[src/rtl/spi_reg_pkg.sv]
// spi_reg_pkg: shared FSM encoding and frame layout
// for the SPI register responder.
package spi_reg_pkg;

  typedef enum logic [2:0] {
    ST_IDLE,
    ST_CMD,
    ST_DATA,
    ST_COMMIT,
    ST_DONE
  } spi_state_t;

  localparam int RW_BIT       = 15;
  localparam int ADDR_MSB     = 14;
  localparam int ADDR_LSB     = 8;
  localparam int ADDR_ID      = 0;
  localparam int ADDR_STATUS  = 1;
  localparam int SCLK_MAX_DIV = 8;

endpackage

[src/rtl/spi_in_sync.sv]
// spi_in_sync: 2-FF synchroniser plus an edge FF,
// giving the synced level and rise/fall pulses.
module spi_in_sync (
  input  logic clk,
  input  logic rst,
  input  logic d_i,
  output logic sync_o,
  output logic rise_o,
  output logic fall_o
);

  logic [2:0] sr_q;

  // shift the async pin through three flops
  always_ff @(posedge clk or posedge rst) begin
    if (rst) begin
      sr_q <= 3'b000;
    end else begin
      sr_q <= {sr_q[1:0], d_i};
    end
  end

  assign sync_o = sr_q[1];
  assign rise_o = sr_q[1] & ~sr_q[2];
  assign fall_o = ~sr_q[1] & sr_q[2];

endmodule

[src/rtl/spi_reg_responder.sv]
// spi_reg_responder: SPI mode-0 target exposing an
// 8-bit register bank. SPI_AUTOINC_EN enables bursts.
module spi_reg_responder
  import spi_reg_pkg::*;
#(
  parameter int          ADDR_W    = 4,
  parameter logic [7:0]  ID_VALUE  = 8'hA5,
  parameter logic [7:0]  RESET_VAL = 8'h00
) (
  input  logic CLOCK_50,
  input  logic RESET,
  input  logic spi_sclk,
  input  logic spi_cs_n,
  input  logic spi_mosi,
  output logic spi_miso,
  output logic spi_miso_oe,
  input  logic [7:0] status_in,
  output logic [8*(2**ADDR_W)-1:0] regs_out,
  output logic wr_strobe,
  output logic [ADDR_W-1:0] wr_addr
);

  localparam int DEPTH = 2**ADDR_W;
  localparam int CA_LSB = ADDR_LSB - 8;
  localparam int RW_POS = RW_BIT - 8;
  localparam logic [ADDR_W-1:0] FIRST_RW =
    ADDR_W'(ADDR_STATUS + 1);

  logic sclk_s, sclk_rise, sclk_fall;
  logic cs_s, cs_rise, cs_fall;
  logic mosi_s, mosi_rise, mosi_fall;
  logic unused_mosi_edges;

  spi_in_sync u_sclk (
    .clk    (CLOCK_50),
    .rst    (RESET),
    .d_i    (spi_sclk),
    .sync_o (sclk_s),
    .rise_o (sclk_rise),
    .fall_o (sclk_fall)
  );

  spi_in_sync u_cs (
    .clk    (CLOCK_50),
    .rst    (RESET),
    .d_i    (spi_cs_n),
    .sync_o (cs_s),
    .rise_o (cs_rise),
    .fall_o (cs_fall)
  );

  spi_in_sync u_mosi (
    .clk    (CLOCK_50),
    .rst    (RESET),
    .d_i    (spi_mosi),
    .sync_o (mosi_s),
    .rise_o (mosi_rise),
    .fall_o (mosi_fall)
  );

  assign unused_mosi_edges =
    ^{mosi_rise, mosi_fall, sclk_s};

  spi_state_t        state_q;
  logic [2:0]        cnt_q;
  logic [7:0]        shift_q;
  logic [7:0]        tx_q;
  logic              rw_q;
  logic [ADDR_W-1:0] addr_q;
  logic              armed_q;
  logic              miso_q;
  logic              oe_q;
  logic              strobe_q;
  logic [ADDR_W-1:0] wr_addr_q;
  logic [7:0]        regs_q [DEPTH];

  logic [7:0]        byte_d;
  logic [ADDR_W-1:0] cmd_addr_d;
  logic [ADDR_W-1:0] next_addr_d;
  logic [7:0]        bank [DEPTH];

  assign byte_d      = {shift_q[6:0], mosi_s};
  assign cmd_addr_d  = byte_d[CA_LSB +: ADDR_W];
  assign next_addr_d = addr_q + ADDR_W'(1);

  // read view of the bank: ID, live status, storage
  for (genvar g = 0; g < DEPTH; g++) begin : g_bank
    if (g == ADDR_ID) begin : g_id
      assign bank[g] = ID_VALUE;
    end else if (g == ADDR_STATUS) begin : g_st
      assign bank[g] = status_in;
    end else begin : g_rw
      assign bank[g] = regs_q[g];
    end
    assign regs_out[8*g +: 8] = bank[g];
  end

  // frame FSM, shifters and register bank
  always_ff @(posedge CLOCK_50 or posedge RESET) begin
    if (RESET) begin
      state_q   <= ST_IDLE;
      cnt_q     <= 3'd0;
      shift_q   <= 8'h00;
      tx_q      <= 8'h00;
      rw_q      <= 1'b0;
      addr_q    <= '0;
      armed_q   <= 1'b0;
      miso_q    <= 1'b0;
      oe_q      <= 1'b0;
      strobe_q  <= 1'b0;
      wr_addr_q <= '0;
      for (int i = 0; i < DEPTH; i++) begin
        regs_q[i] <= RESET_VAL;
      end
    end else begin
      strobe_q <= 1'b0;
      oe_q     <= ~cs_s & armed_q;
      if (cs_rise) begin
        armed_q <= 1'b1;
      end
      if (cs_rise) begin
        state_q <= ST_IDLE;
        cnt_q   <= 3'd0;
        miso_q  <= 1'b0;
      end else begin
        unique case (state_q)
          ST_IDLE: begin
            miso_q <= 1'b0;
            if (cs_fall && armed_q) begin
              state_q <= ST_CMD;
              cnt_q   <= 3'd0;
              tx_q    <= 8'h00;
            end
          end
          ST_CMD: begin
            if (sclk_rise) begin
              shift_q <= byte_d;
              cnt_q   <= cnt_q + 3'd1;
              if (cnt_q == 3'd7) begin
                rw_q    <= byte_d[RW_POS];
                addr_q  <= cmd_addr_d;
                tx_q    <= byte_d[RW_POS] ?
                           bank[cmd_addr_d] : 8'h00;
                state_q <= ST_DATA;
              end
            end
          end
          ST_DATA: begin
            if (sclk_fall) begin
              miso_q <= tx_q[7];
              tx_q   <= {tx_q[6:0], 1'b0};
            end
            if (sclk_rise) begin
              shift_q <= byte_d;
              cnt_q   <= cnt_q + 3'd1;
              if (cnt_q == 3'd7) begin
                state_q <= ST_COMMIT;
`ifdef SPI_AUTOINC_EN
                tx_q <= rw_q ?
                        bank[next_addr_d] : 8'h00;
`endif
              end
            end
          end
          ST_COMMIT: begin
            if (!rw_q && addr_q >= FIRST_RW) begin
              regs_q[addr_q] <= shift_q;
              strobe_q       <= 1'b1;
              wr_addr_q      <= addr_q;
            end
`ifdef SPI_AUTOINC_EN
            addr_q  <= next_addr_d;
            cnt_q   <= 3'd0;
            state_q <= ST_DATA;
`else
            state_q <= ST_DONE;
`endif
          end
          ST_DONE: begin
            state_q <= ST_DONE;
          end
          default: begin
            state_q <= ST_IDLE;
          end
        endcase
      end
    end
  end

  assign spi_miso    = miso_q;
  assign spi_miso_oe = oe_q;
  assign wr_strobe   = strobe_q;
  assign wr_addr     = wr_addr_q;

endmodule
[config.mk]
export PLATFORM = sky130hd
export DESIGN_NAME = spi_reg_responder
export DESIGN_NICKNAME = d
export VERILOG_FILES = /design/src/rtl/spi_reg_pkg.sv /design/src/rtl/spi_in_sync.sv /design/src/rtl/spi_reg_responder.sv
export SDC_FILE = /design/constraint.sdc
export NUM_CORES = 1
export LEC_CHECK = 0
export CORE_MARGIN = 2
export CORE_UTILIZATION = 30
export DETAILED_ROUTE_END_ITERATION = 6
export HOLD_SLACK_MARGIN = 0.15
export PLACE_DENSITY_LB_ADDON = 0.08
export SLEW_MARGIN = 30
export SYNTH_ARGS = -nofsm -noshare
export SYNTH_HDL_FRONTEND = slang
export SYNTH_HIERARCHICAL = 1
export SYNTH_SLANG_ARGS = --single-unit
[constraint.sdc]
create_clock -name CLOCK_50 -period 6.4 [get_ports CLOCK_50]
set_input_delay 0.96 -clock CLOCK_50 [delete_from_list [all_inputs] [get_ports CLOCK_50]]
set_output_delay 0.96 -clock CLOCK_50 [all_outputs]
set_load 0.02 [all_outputs]
==> metrics.yaml <==
outcome:
  status: "complete, no violations"
worst_setup_path:
  critical_path_arrival_ns: 2.05
  critPathMaxStageDelay_ns: 0.61
  critPathLaunchType: "primary input"
  slowest_stage: "clkdlybuf4s50_1"
  rr_endpoint: "regs_out[52]"
  path_buf_inv: 2
  crit_chain: "clkdlybuf4s50_1, clkdlybuf4s50_1"
  cp-end-kind: "output pin"
  required_ns: 5.44
  rrSetupSlack_ns: 3.83
  crit_top_cell: "clkdlybuf4s50_1"
  cp_top_family: "buffers and inverters"
  path_class: "in -> out"
  r2r_cells: 5
  reg2reg_from: "u_cs/sr_q[1]"
  critPathMaxFanout: 2
worst_hold_path:
  worstHoldPathCells: 0
  worstHoldPathType: "reg -> reg"
  whs_endpoint: "u_mosi/sr_q[1]"
  hp-start: "u_mosi/sr_q[0]"
power:
  cell_internal_pwr_mw: 1.65
  vdd.ir_drop.worst_v: 0.000168
  switching_share_pct: 29.6
  leakage_nw: 4.20
  comb_power_share_pct: 15.1
  cellPowerDensity_nw_per_um2: 247
  clockPowerShare_pct: 39.4
  switchingPower_mw: 0.691
  p_seq_share_pct: 45.6
clocking:
  clockRootBuffer: "clkbuf_16"
  cts_buffers: 17
  cts_tree: "built"
  h-tree-depth: 4
  cts_resized: 0
  post_cts_buffers: 0
  holdBufCountCts: 0
  clk_pin_slew_ns: 0.06
  clockBufferDepth: 2
  clock_sinks: 155
  insertion_delay_ns: 0.42
sta:
  setup_slack_ns: 3.39
  setup_viol: 0
  slew_headroom_pct: 37.7
  fin_tns_setup_ns: 0
  fmax_ghz: 0.332
  worst_pin_slew_ns: 0.931
  finClkSkew_ns: 0.00782
  fin_hold_ws_ns: 0.351
  fin_crit_sh_pct: 47.1
  slew_violations: 0
  hold_viol: 0
  period_needed_ns: 3.01
  rsz0062_at_grt: "false"
global_route:
  antenna_found_initial: 0
  grt_pass1_vias: 5135
  grt.total_usage_pct: 17.1
  grt_max_degree: 97
  use_met3_pct: 3.56
  grt_most_used_layer: "met2"
  met2_usage_pct: 26.9
  overflow: 0
  grt_pass1_wl_um: 32900
  grt_util_met1_pct: 24.1
placement:
  numPortBuffers: 139
  dp_hpwl_um: 14600
  place_congestion: 0.799
  dp_slack_ns: 3.39
detailed_routing:
  drt_first_pass_iters: 4
  vias: 4784
  drc: 0
  drt_iter0_markers: 211
  wl_per_cell_um: 21.3
  routed_wl_um: 21100
  drtAntennaViolNets: 0
  vias_per_cell: 4.83
run:
  drv_cap: 0
final_layout:
  area_growth_pct: 29.5
  nets: 669
  final_layout_size_suffix_gt1_share_pct: 31.3
  antenna_cells: 0
  fin_util_pct: 39.2
logic_synthesis:
  yosys_warnings: 6
  mappedNetlistArea_um2: 7290
  syn_inst: 531
  avgSynthCellArea_um2: 13.7
floorplanning:
  core_um2: 24100
  rows: 57
  die_y_um: 160
  initial_core_util_pct: 30.3
  die-area_um2: 25600
  io_pins: 148
  die_w_um: 160
## flip-flops by register name, indices dropped and copies added (netlist names), 2 cells and up
signal	cells
cnt_q	3
tx_q	8
u_sclk/sr_q	3
u_cs/sr_q	3
shift_q	8
regs_out	112
addr_q	4
wr_addr	4
u_mosi/sr_q	2
state_q	3
## stage by stage
stage / total power, mW / cell area, um^2 / instances
final: 2.34 / 9450 / 991
after global routing: 2.46 / 9450 / 991
after CTS: 2.38 / 9440 / 991
after detailed placement: 1.45 / 8910 / 959
after global placement: 1.44 / 8870 / 958
after floorplan: 1.33 / 7310 / 537
## layout by cell type (no fill, tap or decap), types with 4 or more instances in the layout
master,instances
dfrtp_1,153
clkdlybuf4s50_1,139
mux2_2,120
nand2_1,30
mux4_2,22
clkbuf_16,17
mux2i_1,13
inv_1,12
o21ai_0,12
nor2_1,11
a21oi_1,10
nand3_1,10
nor2b_1,10
mux2_4,8
conb_1,8
buf_4,8
a221oi_1,6
clkinvlp_4,6
nor3_1,5
a22oi_1,5
a211oi_1,4
## power groups by stage
stage,Combinational [mW],Clock [mW],Sequential [mW]
final,0.352,0.920,1.07
after global routing,0.391,0.993,1.07
after CTS,0.363,0.950,1.07
after detailed placement,0.362,0,1.08
after global placement,0.361,0,1.08
after floorplan,0.287,0,1.04
## metal layers
metal  up-vias  share of wire [%]
li1       2152                  -
met1      2504                 47
met2       117                 48
met3        11                4.0
met4         0               0.65
met5         -                  0
## area by class of cell
type                            instances  area, um^2
Clock inverter                         10        68.8
Inverter                               14        60.1
Sequential cell                       155        3880
Fill cell                            2375       14700
Tap cell                              324         405
Timing Repair Buffer                  148        1460
Clock buffer                           22         464
Multi-Input combinational cell        318        3100
## how the worst max path moves through the flow
| stage | from | to | slack (ns) | cells after the start |
|---|---|---|---|---|
| floorplan | RESET | addr_q[0] | 1.49 | 1 |
| global placement | status_in[6] | regs_out[14] | 3.40 | 2 |
| detailed placement | status_in[4] | regs_out[12] | 3.39 | 2 |
| CTS | status_in[7] | regs_out[15] | 3.38 | 2 |
| global route | status_in[6] | regs_out[14] | 3.35 | 2 |
| finish | status_in[5] | regs_out[13] | 3.39 | 2 |
Power figures use the tool's default switching activity.
